### config.mk
export PLATFORM = sky130hd
export DESIGN_NAME = rram_access_arbiter_flat
export DESIGN_NICKNAME = d
export VERILOG_FILES = /design/src/rtl/rram_access_arbiter_if.sv /design/src/rtl/rram_access_arbiter.sv /design/src/flat_wrapper.sv
export SDC_FILE = /design/constraint.sdc
export NUM_CORES = 1
export LEC_CHECK = 0
export ABC_AREA = 1
export CORE_ASPECT_RATIO = 0.7
export CORE_MARGIN = 2
export CORE_UTILIZATION = 45
export CTS_CLUSTER_DIAMETER = 40
export CTS_CLUSTER_SIZE = 24
export DETAILED_ROUTE_END_ITERATION = 12
export PLACE_DENSITY_LB_ADDON = 0.3
export SETUP_SLACK_MARGIN = 0.1
export SYNTH_ARGS = -nofsm -noshare
export SYNTH_HDL_FRONTEND = slang
export SYNTH_SLANG_ARGS = --single-unit
### constraint.sdc
create_clock -name clk -period 5.4 [get_ports clk]
set_clock_uncertainty 0.05 [all_clocks]
set_input_delay 1.08 -clock clk [delete_from_list [all_inputs] [get_ports clk]]
set_output_delay 1.08 -clock clk [all_outputs]
set_load 0.02 [all_outputs]
### src/rtl/rram_access_arbiter_if.sv
// rtl/rram_access_arbiter_if.sv - requester handshakes and RRAM array port of the access arbiter
// master = requesters plus array model, slave = arbiter.
interface rram_access_arbiter_if #(
    parameter int DW = 32,
    parameter int AW = 5
);
    logic          req0;
    logic          req1;
    logic [1:0]    op0;
    logic [1:0]    op1;
    logic [AW-1:0] addr0;
    logic [AW-1:0] addr1;
    logic [DW-1:0] wdata0;
    logic [DW-1:0] wdata1;
    logic          gnt0;
    logic          gnt1;
    logic          done0;
    logic          done1;
    logic [DW-1:0] rdata;
    logic          busy;
    logic          rram_ce_n;
    logic          rram_re;
    logic          rram_we;
    logic          rram_forming;
    logic [AW-1:0] rram_add;
    logic          rram_dout;
    logic          rram_doe;
    logic          rram_din;
    logic          verify_err;

    modport master (
        output req0, req1, op0, op1, addr0, addr1, wdata0, wdata1, rram_din,
        input  gnt0, gnt1, done0, done1, rdata, busy, rram_ce_n, rram_re, rram_we,
               rram_forming, rram_add, rram_dout, rram_doe, verify_err
    );

    modport slave (
        input  req0, req1, op0, op1, addr0, addr1, wdata0, wdata1, rram_din,
        output gnt0, gnt1, done0, done1, rdata, busy, rram_ce_n, rram_re, rram_we,
               rram_forming, rram_add, rram_dout, rram_doe, verify_err
    );
endinterface

### src/rtl/rram_access_arbiter.sv
// rtl/rram_access_arbiter.sv - round-robin two-requester arbiter sequencing bit-serial RRAM transactions
// Optional write read-back check enabled by defining RRAM_WRITE_VERIFY_EN.
module rram_access_arbiter #(
    parameter int DW         = 32,
    parameter int AW         = 5,
    parameter int GAP_CYCLES = 1
) (
    input logic                 clk,
    input logic                 rst,
    rram_access_arbiter_if.slave bus
);
    localparam int CW = (DW > 1) ? $clog2(DW) : 1;
    localparam int GW = (GAP_CYCLES > 1) ? $clog2(GAP_CYCLES) : 1;

    typedef enum logic [2:0] {
        S_IDLE,
        S_SETUP,
        S_XFER,
`ifdef RRAM_WRITE_VERIFY_EN
        S_GAP,
        S_VSETUP,
        S_VERIFY
`else
        S_GAP
`endif
    } state_t;

    state_t        state;
    state_t        next_state;
    logic [CW-1:0] cnt;
    logic [GW-1:0] gap_cnt;
    logic          id_q;
    logic [1:0]    op_q;
    logic [AW-1:0] addr_q;
    logic [DW-1:0] wdata_q;
    logic [DW-1:0] shift_q;
    logic [DW-1:0] shift_nxt;
    logic [DW-1:0] rdata_q;
    logic          rr_ptr;
    logic          done0_q;
    logic          done1_q;
    logic          grant;
    logic          grant_id;
    logic          last_bit;
    logic          last_gap;
    logic          is_write;
    logic          is_form;
    logic          is_read;
    logic          in_access;
    logic          in_verify;
    logic          xfer_phase;
    logic          xfer_wr;
    logic          complete;

`ifdef RRAM_WRITE_VERIFY_EN
    logic          verify_pending;
    logic          verr_q;
    assign in_verify  = (state == S_VSETUP) || (state == S_VERIFY);
    assign xfer_phase = (state == S_XFER) || (state == S_VERIFY);
    // Writes finish only after their read-back pass.
    assign complete   = last_bit && (((state == S_XFER) && !is_write) || (state == S_VERIFY));
    assign bus.verify_err = verr_q;
`else
    assign in_verify  = 1'b0;
    assign xfer_phase = (state == S_XFER);
    assign complete   = last_bit && (state == S_XFER);
    assign bus.verify_err = 1'b0;
`endif

    assign last_bit  = (cnt == CW'(DW - 1));
    assign last_gap  = (gap_cnt == GW'(GAP_CYCLES - 1));
    assign is_write  = (op_q == 2'b01);
    assign is_form   = (op_q == 2'b10);
    assign is_read   = !is_write && !is_form;
    assign in_access = (state == S_SETUP) || (state == S_XFER);
    assign xfer_wr   = (state == S_XFER) && is_write;

    always_comb begin
        shift_nxt      = shift_q;
        shift_nxt[cnt] = bus.rram_din;
    end

    always_comb begin
        next_state = state;
        grant      = 1'b0;
        grant_id   = 1'b0;
        case (state)
            S_IDLE: begin
                if (bus.req0 || bus.req1) begin
                    grant      = 1'b1;
                    grant_id   = (bus.req0 && bus.req1) ? rr_ptr : bus.req1;
                    next_state = S_SETUP;
                end
            end
            S_SETUP: next_state = S_XFER;
            S_XFER: begin
                if (last_bit) next_state = S_GAP;
            end
            S_GAP: begin
                if (last_gap) begin
`ifdef RRAM_WRITE_VERIFY_EN
                    next_state = verify_pending ? S_VSETUP : S_IDLE;
`else
                    next_state = S_IDLE;
`endif
                end
            end
`ifdef RRAM_WRITE_VERIFY_EN
            S_VSETUP: next_state = S_VERIFY;
            S_VERIFY: begin
                if (last_bit) next_state = S_GAP;
            end
`endif
            default: next_state = S_IDLE;
        endcase
    end

    assign bus.rram_ce_n    = !(in_access || in_verify);
    assign bus.rram_re      = (in_access && is_read) || in_verify;
    assign bus.rram_we      = in_access && is_write;
    assign bus.rram_forming = in_access && is_form;
    assign bus.rram_doe     = xfer_wr;
    assign bus.rram_dout    = xfer_wr && wdata_q[cnt];
    assign bus.rram_add     = addr_q;
    assign bus.gnt0         = (state == S_SETUP) && !id_q;
    assign bus.gnt1         = (state == S_SETUP) && id_q;
    assign bus.done0        = done0_q;
    assign bus.done1        = done1_q;
    assign bus.rdata        = rdata_q;
    assign bus.busy         = (state != S_IDLE);

    always_ff @(posedge clk) begin
        if (rst) begin
            state   <= S_IDLE;
            cnt     <= '0;
            gap_cnt <= '0;
            id_q    <= 1'b0;
            op_q    <= 2'b00;
            addr_q  <= '0;
            wdata_q <= '0;
            shift_q <= '0;
            rdata_q <= '0;
            rr_ptr  <= 1'b0;
            done0_q <= 1'b0;
            done1_q <= 1'b0;
`ifdef RRAM_WRITE_VERIFY_EN
            verify_pending <= 1'b0;
            verr_q         <= 1'b0;
`endif
        end else begin
            state   <= next_state;
            done0_q <= complete && !id_q;
            done1_q <= complete && id_q;
            cnt     <= (xfer_phase && !last_bit) ? cnt + 1'b1 : '0;
            gap_cnt <= ((state == S_GAP) && !last_gap) ? gap_cnt + 1'b1 : '0;
            if (grant) begin
                id_q    <= grant_id;
                op_q    <= grant_id ? bus.op1 : bus.op0;
                addr_q  <= grant_id ? bus.addr1 : bus.addr0;
                wdata_q <= grant_id ? bus.wdata1 : bus.wdata0;
                rr_ptr  <= !grant_id;
            end
            if (xfer_phase) shift_q <= shift_nxt;
            if (complete && is_read) rdata_q <= shift_nxt;
`ifdef RRAM_WRITE_VERIFY_EN
            verr_q <= (state == S_VERIFY) && last_bit && (shift_nxt != wdata_q);
            if ((state == S_XFER) && last_bit && is_write) verify_pending <= 1'b1;
            else if ((state == S_VERIFY) && last_bit) verify_pending <= 1'b0;
`endif
        end
    end
endmodule

### src/flat_wrapper.sv
// flat-port wrapper written by rule: the top's interface ports become plain ports
module rram_access_arbiter_flat 
#(
    parameter int DW         = 32,
    parameter int AW         = 5,
    parameter int GAP_CYCLES = 1
)
  (clk, rst, bus_req0, bus_req1, bus_op0, bus_op1, bus_addr0, bus_addr1, bus_wdata0, bus_wdata1, bus_rram_din, bus_gnt0, bus_gnt1, bus_done0, bus_done1, bus_rdata, bus_busy, bus_rram_ce_n, bus_rram_re, bus_rram_we, bus_rram_forming, bus_rram_add, bus_rram_dout, bus_rram_doe, bus_verify_err);
  rram_access_arbiter_if #(.DW(DW), .AW(AW)) bus_i ();
  input logic clk;
  input logic rst;
  input wire logic [$bits(bus_i.req0)-1:0] bus_req0;
  input wire logic [$bits(bus_i.req1)-1:0] bus_req1;
  input wire logic [$bits(bus_i.op0)-1:0] bus_op0;
  input wire logic [$bits(bus_i.op1)-1:0] bus_op1;
  input wire logic [$bits(bus_i.addr0)-1:0] bus_addr0;
  input wire logic [$bits(bus_i.addr1)-1:0] bus_addr1;
  input wire logic [$bits(bus_i.wdata0)-1:0] bus_wdata0;
  input wire logic [$bits(bus_i.wdata1)-1:0] bus_wdata1;
  input wire logic [$bits(bus_i.rram_din)-1:0] bus_rram_din;
  output wire logic [$bits(bus_i.gnt0)-1:0] bus_gnt0;
  output wire logic [$bits(bus_i.gnt1)-1:0] bus_gnt1;
  output wire logic [$bits(bus_i.done0)-1:0] bus_done0;
  output wire logic [$bits(bus_i.done1)-1:0] bus_done1;
  output wire logic [$bits(bus_i.rdata)-1:0] bus_rdata;
  output wire logic [$bits(bus_i.busy)-1:0] bus_busy;
  output wire logic [$bits(bus_i.rram_ce_n)-1:0] bus_rram_ce_n;
  output wire logic [$bits(bus_i.rram_re)-1:0] bus_rram_re;
  output wire logic [$bits(bus_i.rram_we)-1:0] bus_rram_we;
  output wire logic [$bits(bus_i.rram_forming)-1:0] bus_rram_forming;
  output wire logic [$bits(bus_i.rram_add)-1:0] bus_rram_add;
  output wire logic [$bits(bus_i.rram_dout)-1:0] bus_rram_dout;
  output wire logic [$bits(bus_i.rram_doe)-1:0] bus_rram_doe;
  output wire logic [$bits(bus_i.verify_err)-1:0] bus_verify_err;
  assign bus_i.req0 = bus_req0;
  assign bus_i.req1 = bus_req1;
  assign bus_i.op0 = bus_op0;
  assign bus_i.op1 = bus_op1;
  assign bus_i.addr0 = bus_addr0;
  assign bus_i.addr1 = bus_addr1;
  assign bus_i.wdata0 = bus_wdata0;
  assign bus_i.wdata1 = bus_wdata1;
  assign bus_i.rram_din = bus_rram_din;
  assign bus_gnt0 = bus_i.gnt0;
  assign bus_gnt1 = bus_i.gnt1;
  assign bus_done0 = bus_i.done0;
  assign bus_done1 = bus_i.done1;
  assign bus_rdata = bus_i.rdata;
  assign bus_busy = bus_i.busy;
  assign bus_rram_ce_n = bus_i.rram_ce_n;
  assign bus_rram_re = bus_i.rram_re;
  assign bus_rram_we = bus_i.rram_we;
  assign bus_rram_forming = bus_i.rram_forming;
  assign bus_rram_add = bus_i.rram_add;
  assign bus_rram_dout = bus_i.rram_dout;
  assign bus_rram_doe = bus_i.rram_doe;
  assign bus_verify_err = bus_i.verify_err;
  rram_access_arbiter #(.DW(DW), .AW(AW), .GAP_CYCLES(GAP_CYCLES)) u_core (.clk(clk), .rst(rst), .bus(bus_i));
endmodule
Yosys cells after proc, flatten, opt, wreduce, memory -nomap -nowiden
Index checks and enable logic that the tools add are counted.
{"block": "word_totals", "mem_bits_rw": 0, "rom_bits": 0, "mem_count": 0, "reg_bits": 116, "latch_bits": 0}
{"block": "op_classes", "div_mod_pow": 0, "multipliers": 0, "n_mux": 17, "magnitude_cmp": 2, "shift": 0, "n_addsub": 2, "n_reduce_logical": 29, "n_eq_ne": 9, "bitwise": 2}
{"op": "bitwise mux 32 bit", "count": 1}
{"op": "2-to-1 mux 32 bit", "count": 1}
{"op": "logical AND 1 bit", "count": 16}
{"op": "case mux 3 bit (4 select lines)", "count": 1}
{"op": "2-to-1 mux 3 bit", "count": 3}
{"op": "2-to-1 mux 1 bit", "count": 7}
{"op": "== test 3 x 2 -> 1 bit (second input constant)", "count": 2}
{"op": "logical NOT 1 bit", "count": 6}
{"op": "< comparator 5 x 6 -> 1 bit (second input constant)", "count": 1}
{"op": "adder 5 x 1 -> 5 bit (second input constant)", "count": 1}
{"op": "binary-select mux 1 bit (select 5 bit)", "count": 1}
{"op": "demux 1 bit (select 5 bit)", "count": 1}
{"op": "== test 5 bit (second input constant)", "count": 1}
{"op": "greater-or-equal comparator 5 x 1 -> 1 bit (second input constant)", "count": 1}
{"op": "2-to-1 mux 5 bit", "count": 1}
{"op": "!= test 2 x 1 -> 1 bit (second input constant)", "count": 2}
{"op": "OR reduction 2 bit", "count": 2}
{"op": "== test 3 x 1 -> 1 bit (second input constant)", "count": 1}
{"op": "logical NOT 3 bit", "count": 1}
{"op": "AND reduction 3 bit", "count": 1}
{"op": "nonzero test 3 bit", "count": 1}
{"op": "== test 2 x 1 -> 1 bit (second input constant)", "count": 1}
{"op": "== test 2 bit (second input constant)", "count": 1}
{"op": "logical OR 1 bit", "count": 2}
{"op": "other kinds (4)", "count": 5}

Longest topological paths before layout
{"block": "depth", "depth_word": 5, "mapped_depth": 10}

Least setup slack after synthesis
No wires, ideal clock.
{"block": "synth_timing", "kind": "register to output", "start": "reg u_core.cnt[0]", "end": "out bus_rram_dout", "required_ns": 4.270, "path_buffers": 2, "setup_slack_ns": 2.883, "stages_incl_launch_ff": 11, "arrival_ns": 1.387, "path_cell_list": "dfxtp_1 -> buf_4 -> inv_2 -> buf_4 -> nand2_1 -> nand3_1 -> nand2_1 -> nand2_1 -> nand2_1 -> nor2_1 -> a21oi_1"}
{"block": "synth_between", "elab_chain_cells": 3}
{"element": "start: declaration", "line_no": "rram_access_arbiter.sv:30", "source": "logic [CW-1:0] cnt;"}
{"element": "start signal: assignment", "line_no": "rram_access_arbiter.sv:154", "source": "cnt <= (xfer_phase && !last_bit) ? cnt + 1'b1 : '0;"}
{"element": "binary-select mux 1 bit (select 5 bit)", "line_no": "rram_access_arbiter.sv:123", "source": "assign bus.rram_dout = xfer_wr && wdata_q[cnt];"}
{"element": "2-to-1 mux 1 bit (not written as such)", "line_no": "rram_access_arbiter.sv:123"}
{"element": "logical AND 1 bit", "line_no": "rram_access_arbiter.sv:123"}
{"element": "end: declaration", "line_no": "flat_wrapper.sv:32", "source": "output wire logic [$bits(bus_i.rram_dout)-1:0] bus_rram_dout;"}
No other way between the ends. The select of a mux whose other input is x is not followed.

Worst setup path in the final report
Ends and elaborated chain as after synthesis.

==> flow_metrics.tcl <==
set metrics [dict create \
    core-area_um2 12400 \
    r2r_start "u_core.cnt[0]" \
    drv_cap 0 \
    area_growth_pct 32.6 \
    async_flop_share_pct 0 \
    drc 0 \
    grt_start_max_net_pins 92 \
    layout_min_cycle_time_ns 3.90 \
    synthTopCellsByArea "dfxtp_1, nand2_1, inv_1, o21ai_0, nor2_1" \
    synth-xor-area-share_pct 0 \
    core.rowCount 34 \
    routed_wl_um 14500 \
    hold_violations 0 \
    yosys.area.top_type "dfxtp_1" \
    drt-pass1-iter-count 5 \
    synth_compound_area_share_pct 17.4 \
    endpoint_kind "primary output" \
    synth.most_common_cell "nand2_1" \
    hold_path_depth 2 \
    die-area_um2 13500 \
    netlist_instances 874 \
    cts_made_buffers 17 \
    avgSynthCellArea_um2 6.49 \
    r2r_cells 9 \
    slew_violations 0 \
    synth_ff_type "dfxtp_1" \
    avgRoutedWirePerCell_um 12.6 \
    num_antenna_cells 0 \
    r2r_setup_slack_ns 2.62 \
    synth-seq-cells 115 \
    synth.yosys.seq_area_share_pct 40.6 \
    die_h_um 98.0 \
    layout.nets 1073 \
    tightest_slew_ns 0.954 \
    n_fill_cell 1152 \
    clock_latency_ns 0.42 \
    setup_viol 0 \
    ir_worst_vdd_v 0.000309 \
    worstSetupPathType "reg -> out" \
    leakage_nw 3.52 \
    max_slew_margin_pct 36.4 \
    postCtsHoldBufs 0 \
    start_util_pct 45.8 \
    numPortBuffers 130 \
    holdCritPathClass "reg -> reg" \
    vias 5595 \
    root_buffer "clkbuf_16" \
    fin_crit_sh_pct 72.2 \
    hpwl_um 9640 \
    worstPathMaxFanout 21 \
    p_total_mw 3.26 \
    min_from "u_core.rr_ptr" \
    synth_mux_area_share_pct 0 \
    multiInputGateArea_um2 2520 \
    ioPinCount 132 \
    syn_area_um2 5670 \
    layout-drive-gt1-share_pct 4.34 \
    clockBufferDepth 2 \
    viasPerCell 4.85 \
    synth_warnings 0 \
    critPathLaunchType "flip-flop" \
    synthDistinctLibCells 25 \
    place_congestion 0.810 \
    cts_setup_buffers 0 \
    clock-sinks 115 \
    track_usage_pct 21.7 \
    whs_endpoint "u_core.rr_ptr" \
    h-tree-depth 4 \
    seq_area_um2 2300 \
    synth_top_area_share_pct 40.6 \
    synth_top_family_by_area "simple AND/OR/NAND/NOR gates" \
    antenna_found_initial 0 \
    synthSimpleGateAreaFrac_pct 24.5 \
    clk_pin_slew_ns 0.05 \
    die_w_um 138 \
    cts_resized 0 \
    critPathArrivalTime_ns 2.77 \
    grt_pass1_vias 5104 \
    drt-initial-drc-count 441 \
    r2r_end "u_core.bus.rdata[23]" \
    cts_tree "yes" \
    setup_tns_ns 0 \
    pwr_density_cell_nw_per_um2 433 \
    synth_common_cells "nand2_1, inv_1, dfxtp_1" \
    gr-total-overflow 0 \
    cp.required_ns 4.27 \
    grt_pass1_wl_um 24200 \
    rsz0062_at_grt "no" \
    clock.fmax_ghz 0.256 \
    synth_enable_flop_cells 0 \
    status "completed" \
    synthAdderAreaFrac_pct 2.43 \
    antenna_left 0 \
]
sequential cells by signal, indices dropped and copies added, names as in the netlist:
signal	count
u_core.wdata_q	32
u_core.id_q	1
u_core.state	2
u_core.bus.rram_add	5
u_core.bus.rdata	32
u_core.shift_q	32
u_core.cnt	5
u_core.bus.done1	1
u_core.rr_ptr	1
u_core.op_q	2
u_core.bus.done0	1
u_core.gap_cnt	1
where the power goes:
| group | total [mW] | internal (mW) | leakage, nW | switching, mW |
|---|---|---|---|---|
| registers | 1.18 | 1.05 | 0.940 | 0.127 |
| clock network | 1.06 | 0.670 | 0.269 | 0.389 |
| logic | 1.02 | 0.389 | 2.31 | 0.632 |
| total | 3.26 | 2.11 | 3.52 | 1.15 |
layer usage:
metal,wire (um),track usage (%),vias to the layer above
li1,-,-,2916
met1,7290,31.1,2472
met2,5950,31.9,186
met3,1040,5.89,21
met4,202,6.83,0
met5,0,0,-
critical path, stage by stage (launching register included):
cell	delay (ns)
dfxtp_1	0.78
inv_2	0.30
nand2_1	0.16
nand3_1	0.08
nand2_1	0.08
nand2_1	0.05
nand2_1	0.09
nor2_1	0.04
a21oi_1	0.13
clkdlybuf4s50_1	0.64
logic make-up (layout without fill, tap and decap cells):
logic type                 after synthesis  in the layout
AOI/OAI and AO/OA                      181            181
adders and majority gates               11             11
buffers and inverters                  213            329
DFF                                    115            115
other                                    1              2
and+or+nand+nor                        353            353
how the worst max path moves through the flow:
| stage | slack, ns | startpoint | to |
|---|---|---|---|
| finish | 1.50 | u_core.cnt[0] | bus_rram_dout |
| global route | 1.30 | u_core.cnt[0] | bus_rram_dout |
| CTS | 1.48 | u_core.cnt[0] | bus_rram_dout |
| detailed placement | 1.96 | u_core.cnt[0] | bus_rram_dout |
| global placement | 2.05 | u_core.cnt[0] | bus_rram_dout |
| floorplan | 2.88 | u_core.cnt[0] | bus_rram_dout |
through the flow:
| step | std cells | cell area (um2) | util (%) | hold slack (ns) | worst slack, ns |
|---|---|---|---|---|---|
| finish | 1153 | 7520 | 60.8 | 0.425 | 1.50 |
| global route | 1153 | 7520 | 60.8 | 0.456 | 1.30 |
| CTS | 1153 | 7520 | 60.8 | 0.427 | 1.48 |
| detailed placement | 1122 | 6970 | 56.3 | 0.423 | 1.96 |
| global placement | 1122 | 6970 | 56.3 | 0.422 | 2.05 |
| floorplan | 875 | 5680 | - | 0.394 | 2.88 |
layout by cell type, fill, tap and decap left out, types with 2 or more instances in the layout:
cell             instances
inv_1                  158
nor3_1                   3
conb_1                   2
nor2_1                  82
buf_4                    4
ha_1                    11
inv_2                    4
clkdlybuf4s50_1        129
bufinv_16                2
clkinvlp_4               2
clkbuf_16               17
o21ai_2                  2
nand2_1                234
dfxtp_1                115
o21ai_0                101
nand3_1                 29
a31oi_1                 23
o211ai_1                17
clkbuf_1                 3
clkinv_1                 2
clkinv_2                 6
a21oi_1                 37
nor2_4                   2
area by class of cell:
type,instances,area share [%]
clock buffers,20,5.81
clock inverters,11,1.51
inverters,164,8.18
multi-input cells,547,33.6
flip-flops and latches,115,30.6
well taps,162,2.69
repair buffers,134,17.6
No activity file was read; power rests on OpenSTA's default activity.
